## src/rtl/pipeline_flow_ctrl_pkg.sv

```systemverilog
// ============================================================================
// Module  : pipeline_flow_ctrl_pkg
// Brief   : Shared op codes and wait-FSM state encodings for the flow control.
// Revision: 1.0 - initial release
// ============================================================================
`default_nettype none

package pipeline_flow_ctrl_pkg;

  typedef logic [1:0] stage_op_t;

  localparam stage_op_t NORMAL_OP = 2'b00;
  localparam stage_op_t PAUSE_OP  = 2'b01;
  localparam stage_op_t RST_OP    = 2'b10;

  typedef enum logic [0:0] {
    ST_IDLE = 1'b0,
    ST_WAIT = 1'b1
  } wait_state_e;

endpackage : pipeline_flow_ctrl_pkg

`default_nettype wire

```

## src/rtl/flow_wait_counter.sv

```systemverilog
// ============================================================================
// Module  : flow_wait_counter
// Brief   : Multi-cycle wait FSM: accepts wait requests, counts stall cycles,
//           latches the stalling stage and honours flush cancellation.
// Revision: 1.0 - initial release
// ============================================================================
`default_nettype none

module flow_wait_counter
  import pipeline_flow_ctrl_pkg::*;
#(
  parameter int STAGES = 5,
  parameter int CNT_W  = 4,
  parameter int SW     = $clog2(STAGES)
) (
  input  logic             clk,
  input  logic             rst,
  input  logic             wait_req_i,
  input  logic [SW-1:0]    wait_stage_i,
  input  logic [CNT_W-1:0] wait_cycles_i,
  input  logic             cancel_i,
  output logic             wait_accept_o,
  output logic             wait_active_o,
  output logic [SW-1:0]    wait_stage_o
);

  wait_state_e      state_q, state_d;
  logic [CNT_W-1:0] cnt_q, cnt_d;
  logic [SW-1:0]    stage_q, stage_d;
  logic [SW-1:0]    stage_in;

  // Stage 0 is the PC and cannot wait; out-of-range indices clamp to the last stage.
  always_comb begin
    if (wait_stage_i == '0) begin
      stage_in = SW'(1);
    end else if (int'(wait_stage_i) >= STAGES) begin
      stage_in = SW'(STAGES - 1);
    end else begin
      stage_in = wait_stage_i;
    end
  end

  // Outputs kept apart from next-state so cancel_i never loops back into them.
  always_comb begin
    wait_accept_o = 1'b0;
    wait_active_o = 1'b0;
    wait_stage_o  = stage_q;
    if (!rst) begin
      if (state_q == ST_WAIT) begin
        wait_active_o = 1'b1;
      end else if (wait_req_i) begin
        wait_accept_o = 1'b1;
        if (wait_cycles_i != '0) begin
          wait_active_o = 1'b1;
          wait_stage_o  = stage_in;
        end
      end
    end
  end

  always_comb begin
    state_d = state_q;
    cnt_d   = cnt_q;
    stage_d = stage_q;
    case (state_q)
      ST_IDLE: begin
        if (wait_req_i && (wait_cycles_i > CNT_W'(1)) && !cancel_i) begin
          state_d = ST_WAIT;
          cnt_d   = wait_cycles_i - CNT_W'(1);
          stage_d = stage_in;
        end
      end
      ST_WAIT: begin
        cnt_d = cnt_q - CNT_W'(1);
        if (cnt_q == CNT_W'(1)) begin
          state_d = ST_IDLE;
        end
        if (cancel_i) begin
          state_d = ST_IDLE;
          cnt_d   = '0;
        end
      end
      default: begin
        state_d = ST_IDLE;
        cnt_d   = '0;
      end
    endcase
  end

  always_ff @(posedge clk) begin
    if (rst) begin
      state_q <= ST_IDLE;
      cnt_q   <= '0;
      stage_q <= '0;
    end else begin
      state_q <= state_d;
      cnt_q   <= cnt_d;
      stage_q <= stage_d;
    end
  end

endmodule : flow_wait_counter

`default_nettype wire

```

## src/rtl/pipeline_flow_ctrl.sv

```systemverilog
// ============================================================================
// Module  : pipeline_flow_ctrl
// Brief   : Pipeline hazard controller producing a per-register op from stall,
//           wait and flush requests. Optional perf counters: FLOW_PERF_CNT_EN.
// Revision: 1.0 - initial release
// ============================================================================
`default_nettype none

module pipeline_flow_ctrl
  import pipeline_flow_ctrl_pkg::*;
#(
  parameter  int STAGES = 5,
  parameter  int CNT_W  = 4,
  localparam int SW     = $clog2(STAGES)
) (
  input  logic                  clk,
  input  logic                  rst,
  input  logic [STAGES-1:0]     StallReq_i,
  input  logic                  WaitReq_i,
  input  logic [SW-1:0]         WaitStage_i,
  input  logic [CNT_W-1:0]      WaitCycles_i,
  output logic                  WaitAccept_o,
  input  logic                  FlushReq_i,
  input  logic [SW-1:0]         FlushStage_i,
  output logic [2*STAGES-1:0]   StageOp_o,
  output logic                  Busy_o
`ifdef FLOW_PERF_CNT_EN
  ,
  output logic [31:0]           StallCycles_o,
  output logic [15:0]           FlushCount_o
`endif
);

  logic [STAGES-1:0] stall_vec;
  logic              wait_active, wait_cancel;
  logic [SW-1:0]     wait_stage;
  logic              s_present;
  logic [SW-1:0]     s_idx;
  logic              req_flush_ok, f_valid, flush_apply, flush_blocked;
  logic [SW-1:0]     f_stage;
  logic              pf_valid_q, pf_valid_d;
  logic [SW-1:0]     pf_stage_q, pf_stage_d;
  logic              unused_stall0;

  assign unused_stall0 = StallReq_i[0];

  flow_wait_counter #(
    .STAGES (STAGES),
    .CNT_W  (CNT_W),
    .SW     (SW)
  ) u_wait (
    .clk           (clk),
    .rst           (rst),
    .wait_req_i    (WaitReq_i),
    .wait_stage_i  (WaitStage_i),
    .wait_cycles_i (WaitCycles_i),
    .cancel_i      (wait_cancel),
    .wait_accept_o (WaitAccept_o),
    .wait_active_o (wait_active),
    .wait_stage_o  (wait_stage)
  );

  // Effective stall stage: the oldest (highest-index) stage asking to hold.
  always_comb begin
    stall_vec = {StallReq_i[STAGES-1:1], 1'b0};
    if (wait_active) begin
      stall_vec = stall_vec | (STAGES'(1) << wait_stage);
    end
    s_present = 1'b0;
    s_idx     = '0;
    for (int k = 0; k < STAGES; k++) begin
      if (stall_vec[k]) begin
        s_present = 1'b1;
        s_idx     = SW'(k);
      end
    end
  end

  // A pending flush competes like a live one; the older (higher) stage wins.
  always_comb begin
    req_flush_ok = FlushReq_i && (FlushStage_i != '0) && (int'(FlushStage_i) < STAGES);
    f_valid      = req_flush_ok || pf_valid_q;
    f_stage      = pf_stage_q;
    if (req_flush_ok && (!pf_valid_q || (FlushStage_i > pf_stage_q))) begin
      f_stage = FlushStage_i;
    end
    flush_apply   = f_valid && (!s_present || (s_idx < f_stage));
    flush_blocked = f_valid && !flush_apply;
    wait_cancel   = flush_apply;
  end

  always_comb begin
    pf_valid_d = pf_valid_q;
    pf_stage_d = pf_stage_q;
    if (flush_apply) begin
      pf_valid_d = 1'b0;
      pf_stage_d = '0;
    end else if (flush_blocked) begin
      pf_valid_d = 1'b1;
      pf_stage_d = f_stage;
    end
  end

  always_ff @(posedge clk) begin
    if (rst) begin
      pf_valid_q <= 1'b0;
      pf_stage_q <= '0;
    end else begin
      pf_valid_q <= pf_valid_d;
      pf_stage_q <= pf_stage_d;
    end
  end

  always_comb begin
    StageOp_o = '0;
    for (int k = 0; k < STAGES; k++) begin
      if (rst) begin
        StageOp_o[2*k +: 2] = RST_OP;
      end else if (flush_apply) begin
        StageOp_o[2*k +: 2] = ((k != 0) && (k <= int'(f_stage))) ? RST_OP : NORMAL_OP;
      end else if (s_present) begin
        if (k <= int'(s_idx)) begin
          StageOp_o[2*k +: 2] = PAUSE_OP;
        end else if (k == int'(s_idx) + 1) begin
          StageOp_o[2*k +: 2] = RST_OP;
        end else begin
          StageOp_o[2*k +: 2] = NORMAL_OP;
        end
      end else begin
        StageOp_o[2*k +: 2] = NORMAL_OP;
      end
    end
  end

  assign Busy_o = !rst && (wait_active || flush_blocked);

`ifdef FLOW_PERF_CNT_EN
  logic [31:0] stall_cycles_q, stall_cycles_d;
  logic [15:0] flush_count_q, flush_count_d;

  always_comb begin
    stall_cycles_d = stall_cycles_q;
    flush_count_d  = flush_count_q;
    if (s_present && !flush_apply && (stall_cycles_q != '1)) begin
      stall_cycles_d = stall_cycles_q + 32'd1;
    end
    if (flush_apply && (flush_count_q != '1)) begin
      flush_count_d = flush_count_q + 16'd1;
    end
  end

  always_ff @(posedge clk) begin
    if (rst) begin
      stall_cycles_q <= '0;
      flush_count_q  <= '0;
    end else begin
      stall_cycles_q <= stall_cycles_d;
      flush_count_q  <= flush_count_d;
    end
  end

  assign StallCycles_o = stall_cycles_q;
  assign FlushCount_o  = flush_count_q;
`endif

endmodule : pipeline_flow_ctrl

`default_nettype wire

```

## config.mk

```make
export PLATFORM = sky130hd
export DESIGN_NAME = pipeline_flow_ctrl
export DESIGN_NICKNAME = d
export VERILOG_FILES = /design/src/rtl/pipeline_flow_ctrl_pkg.sv /design/src/rtl/flow_wait_counter.sv /design/src/rtl/pipeline_flow_ctrl.sv
export SDC_FILE = /design/constraint.sdc
export NUM_CORES = 1
export LEC_CHECK = 0
export CAP_MARGIN = 20
export CORE_MARGIN = 1
export CORE_UTILIZATION = 45
export CTS_BUF_LIST = sky130_fd_sc_hd__clkbuf_8
export CTS_CLUSTER_DIAMETER = 120
export CTS_CLUSTER_SIZE = 28
export DETAILED_ROUTE_END_ITERATION = 7
export DONT_BUFFER_PORTS = 1
export PLACE_DENSITY_LB_ADDON = 0.2
export SETUP_SLACK_MARGIN = 0.02
export SLEW_MARGIN = 30
export SYNTH_ARGS = -nofsm -noshare
export SYNTH_HDL_FRONTEND = slang
export SYNTH_HIERARCHICAL = 1
export SYNTH_SLANG_ARGS = --single-unit
```

## constraint.sdc

```tcl
create_clock -name clk -period 13.8 [get_ports clk]
set_input_delay 2.76 -clock clk [delete_from_list [all_inputs] [get_ports clk]]
set_output_delay 2.76 -clock clk [all_outputs]
set_load 0.05 [all_outputs]
```

==> metrics list <==
- YS warnings: 6
* DRC marker count from the first detailed-route iteration: 80
* Category of the critical setup timing path: input pin to output pin
- Reg area: approximately 240 um2
- Global routing usage summed across all routing layers: 0.198
* Total of endpoints with negative setup slack in the final report: 0
- Number of nets in the layout: slightly above 200
* Sequential area share after synthesis: 0.183
- Syn_nets: 198
* # fillers: around 270
* Maximum buffer depth of the clock tree: 2
- Static timing analysis puts the maximum clock frequency at approximately 110 MHz.
* Synth top area share: 0.183
* Largest net degree at the start of global routing: 23
- 31 I/O pins were placed.
* Slew headroom: 0.313
- Die span in x: between 50 and 60 um
* Cell taking the most area after synthesis: dfxtp_1
- Root Driver: clkbuf_8
- The run finished with clean final reports.
- Drt first pass iters: 4
- Min Tclk post-route: 9.30 ns
- The routed layout has 1239 vias.
- Cells resized by post-CTS repair: 0
* Static leakage: roughly 0.55 nW
- Vert. Die Dim: around 56 um
- First-pass GRT wire length: between 5000 and 6000 um
* Maximum ir drop on the vdd rail: about 70 uV
- Clock-pin slew was measured on the worst setup and hold paths at 0.05 ns.
* Max-cap violations: 0
- After synthesis, the most frequently instantiated cells are nor2_1 (17), inv_1 (14), a21oi_1 (12), dfxtp_1 (12).
- Final-report hold violation count: 0
- Summed instance area of the synthesized netlist: 1320 um2
* Count of flip-flops with a built-in enable after synthesis: 0
- GP Congestion: between 0.8 and 0.9
* Accumulated negative setup slack: 0 ns
* Port Buffers: 0
- Origin of the worst min-delay path: u_wait/stage_q[2]
- In the final routed layout, each cell accounts on average for between 10 and 15 um.
- Dividing the synthesized area by the synthesized cell count gives between 7 and 8 um2.
* Number of synthesized register bits: 12
- Required arrival time at the worst endpoint: ~11 ns
* Core Rows: 19
- Async set-reset flop share out of synthesis: 0
- Detail-routed via count per cell: 6.13
- Die area: between 3000 and 4000 um2
- Crit start category: input pin
* Hold bufs inserted after CTS: 0
- Tcrit/Tclk final: 0.674
* Synth area leaders: dfxtp_1 (18%), ha_1 (9.5%), nor2_1 (4.9%), a21oi_1 (4.6%), mux2_2 (4.3%)
- Launch point of the worst path: WaitCycles_i[3]
- In the final layout, the multi-input gates occupy between 900 and 1000 um2.
* CP arrival: 6.54 ns
- After detailed routing, the number of remaining DRC violations is 0.
* Clock skew after layout: 0.00594 ns
* Clock latency reported for the late side of the worst-skew pair: roughly 0.24 ns
- Setup crit end kind: output pin
- In the final layout, the share of cells above drive strength 1 is 0.175.
- Number of clock buffers inserted by TritonCTS: 3
- After technology mapping, the gate count stands at 169.
- Starting density of the core: 0.477
- Reg-to-Reg Start: u_wait/state_q
* Main flop type after synthesis: dfxtp_1
* Synthesis-to-finish area growth: 6.85%
* Antenna violations before repair: 0
- Of all nets on the critical path, the largest fanout is 7.
- Detail Route Antenna Nets: 0
- Transition time of the tightest slew-check pin: slightly above 1 ns
* Dpl hpwl: 2390 um
- The total overflow left after global routing is 0.
- RSZ-0062 raised after global routing: no
- Overall routed net length: approximately 3000 um
- nor2_1 is the most common cell in the netlist.
- TritonCTS sink count: 12
- Setup slack at placement: between 4 and 5 ns
- Standard cell core area: roughly 2800 um2
* Count of antenna diodes in the layout: 0
* Number of max-slew violations in the final report: 0
- In this run the worst hold path is classified as register to register.
- Distinct cell type count after synthesis: 50
- Power Dens Cells: a little under 100 nW/um2
- CTS built an H-tree with a depth of 1.
- Post-CTS setup-driven buffer insertion count: 0
* Number of global-route vias before repair: ~1200
- Post-layout worst setup margin: 4.50 ns
- CTS tree: done
==> per-stage QoR <==
| step | hold WS [ns] | util | power, W | cells | area, um2 |
|---|---|---|---|---|---|
| 6_report | 0.477 | 0.510 | 0.000137 | 202 | 1410 |
| 4_1_cts | 0.477 | 0.505 | 0.000137 | 201 | 1390 |
| 5_1_grt | 0.495 | 0.510 | 0.000145 | 202 | 1410 |
| 3_5_place_dp | 0.466 | 0.490 | 0.000105 | 198 | 1350 |
| 2_1_floorplan | 0.450 | - | 0.0000964 | 169 | 1320 |
| 3_3_place_gp | 0.453 | 0.489 | 0.000103 | 198 | 1350 |
==> cells in the final DEF (no fill, tap or decap), types with 2 or more instances in the layout <==
cell       netlist  layout
mux2i_1          4       3
nand3b_1         6       6
or2_1            2       2
and3_1           4       4
o21ai_0          8       8
nand2_1          8       8
o31ai_1          3       3
nor2b_1          3       3
clkbuf_8         0       3
o211ai_1         3       3
xor2_1           2       2
nor2_1          17      17
dfxtp_1         12      12
o311ai_0         2       2
nor3_1          10      10
ha_1            10      10
nand4_1          2       2
or3b_2           2       2
mux2_4           2       2
a31oi_1          3       3
a21oi_1         12      11
inv_1           14      14
nor3b_1          3       3
o2bb2ai_1        2       2
nand3_1          3       3
mux2_2           5       5
a221o_1          2       2
buf_4            1       5
==> state kept, by name, summed over array words and instances, names as in the netlist <==
register and count:
u_wait/cnt_q 4, pf_stage_q 3, u_wait/stage_q 3, pf_valid_q 1, u_wait/state_q 1
==> per-layer routing <==
layer / wire length [um] / vias to the layer above / track usage
met5: 0 / - / 0
met4: 0 / 0 / 0.0209
met3: 131 / 0 / 0.0465
met2: 1510 / 35 / 0.354
met1: 1360 / 576 / 0.250
li1: - / 628 / -
==> worst paths after layout <==
check | to | slack, ns | cells past startpoint
max | StageOp_o[5] | 4.50 | 14
min | u_wait/stage_q[2] | 0.48 | 2
max reg2reg | u_wait/cnt_q[1] | 9.49 | 16
min reg2reg | u_wait/stage_q[2] | 0.48 | 2
==> worst max-delay path: stages <==
cell and delay (ns):
nor2_1 0.22, a21oi_1 0.13, nand2_1 0.14, mux2_2 0.41, and4bb_2 0.28, or2_1 0.28
a21oi_1 0.16, ha_1 0.25, o21a_1 0.16, nor2_1 0.15, nor3_1 0.07, mux2_4 0.30
or3_4 0.38, o211ai_1 0.84
==> area by class of cell <==
type / instances / share of cell area
Multi-Input combinational cell: 136 / 0.703
Inverter: 15 / 0.0419
Clock buffer: 3 / 0.0294
Tap cell: 31 / 0.0276
Sequential cell: 12 / 0.171
Timing Repair Buffer: 5 / 0.0267
==> logic make-up (layout without fill, tap and decap cells) <==
family / count (synthesis) / count (layout) / synth area share
AO/OA/AOI/OAI: 45 / 45 / 0.243
XOR/XNOR: 2 / 2 / 0.0133
adder cells (fa/ha/maj): 10 / 10 / 0.0951
buffers and inverters: 21 / 23 / 0.0714
flip-flops: 12 / 12 / 0.183
multiplexers: 11 / 11 / 0.0961
AND/OR/NAND/NOR: 68 / 68 / 0.299
==> report_power, final <==
part	switching [W]	internal, W	leakage (nW)	total, W
clock network	0.0000121	0.0000192	0.0216	0.0000313
registers	0.00000462	0.0000389	0.0984	0.0000435
logic	0.0000385	0.0000236	0.431	0.0000621
total	0.0000552	0.0000816	0.551	0.000137
No activity file was read; power rests on OpenSTA's default activity.
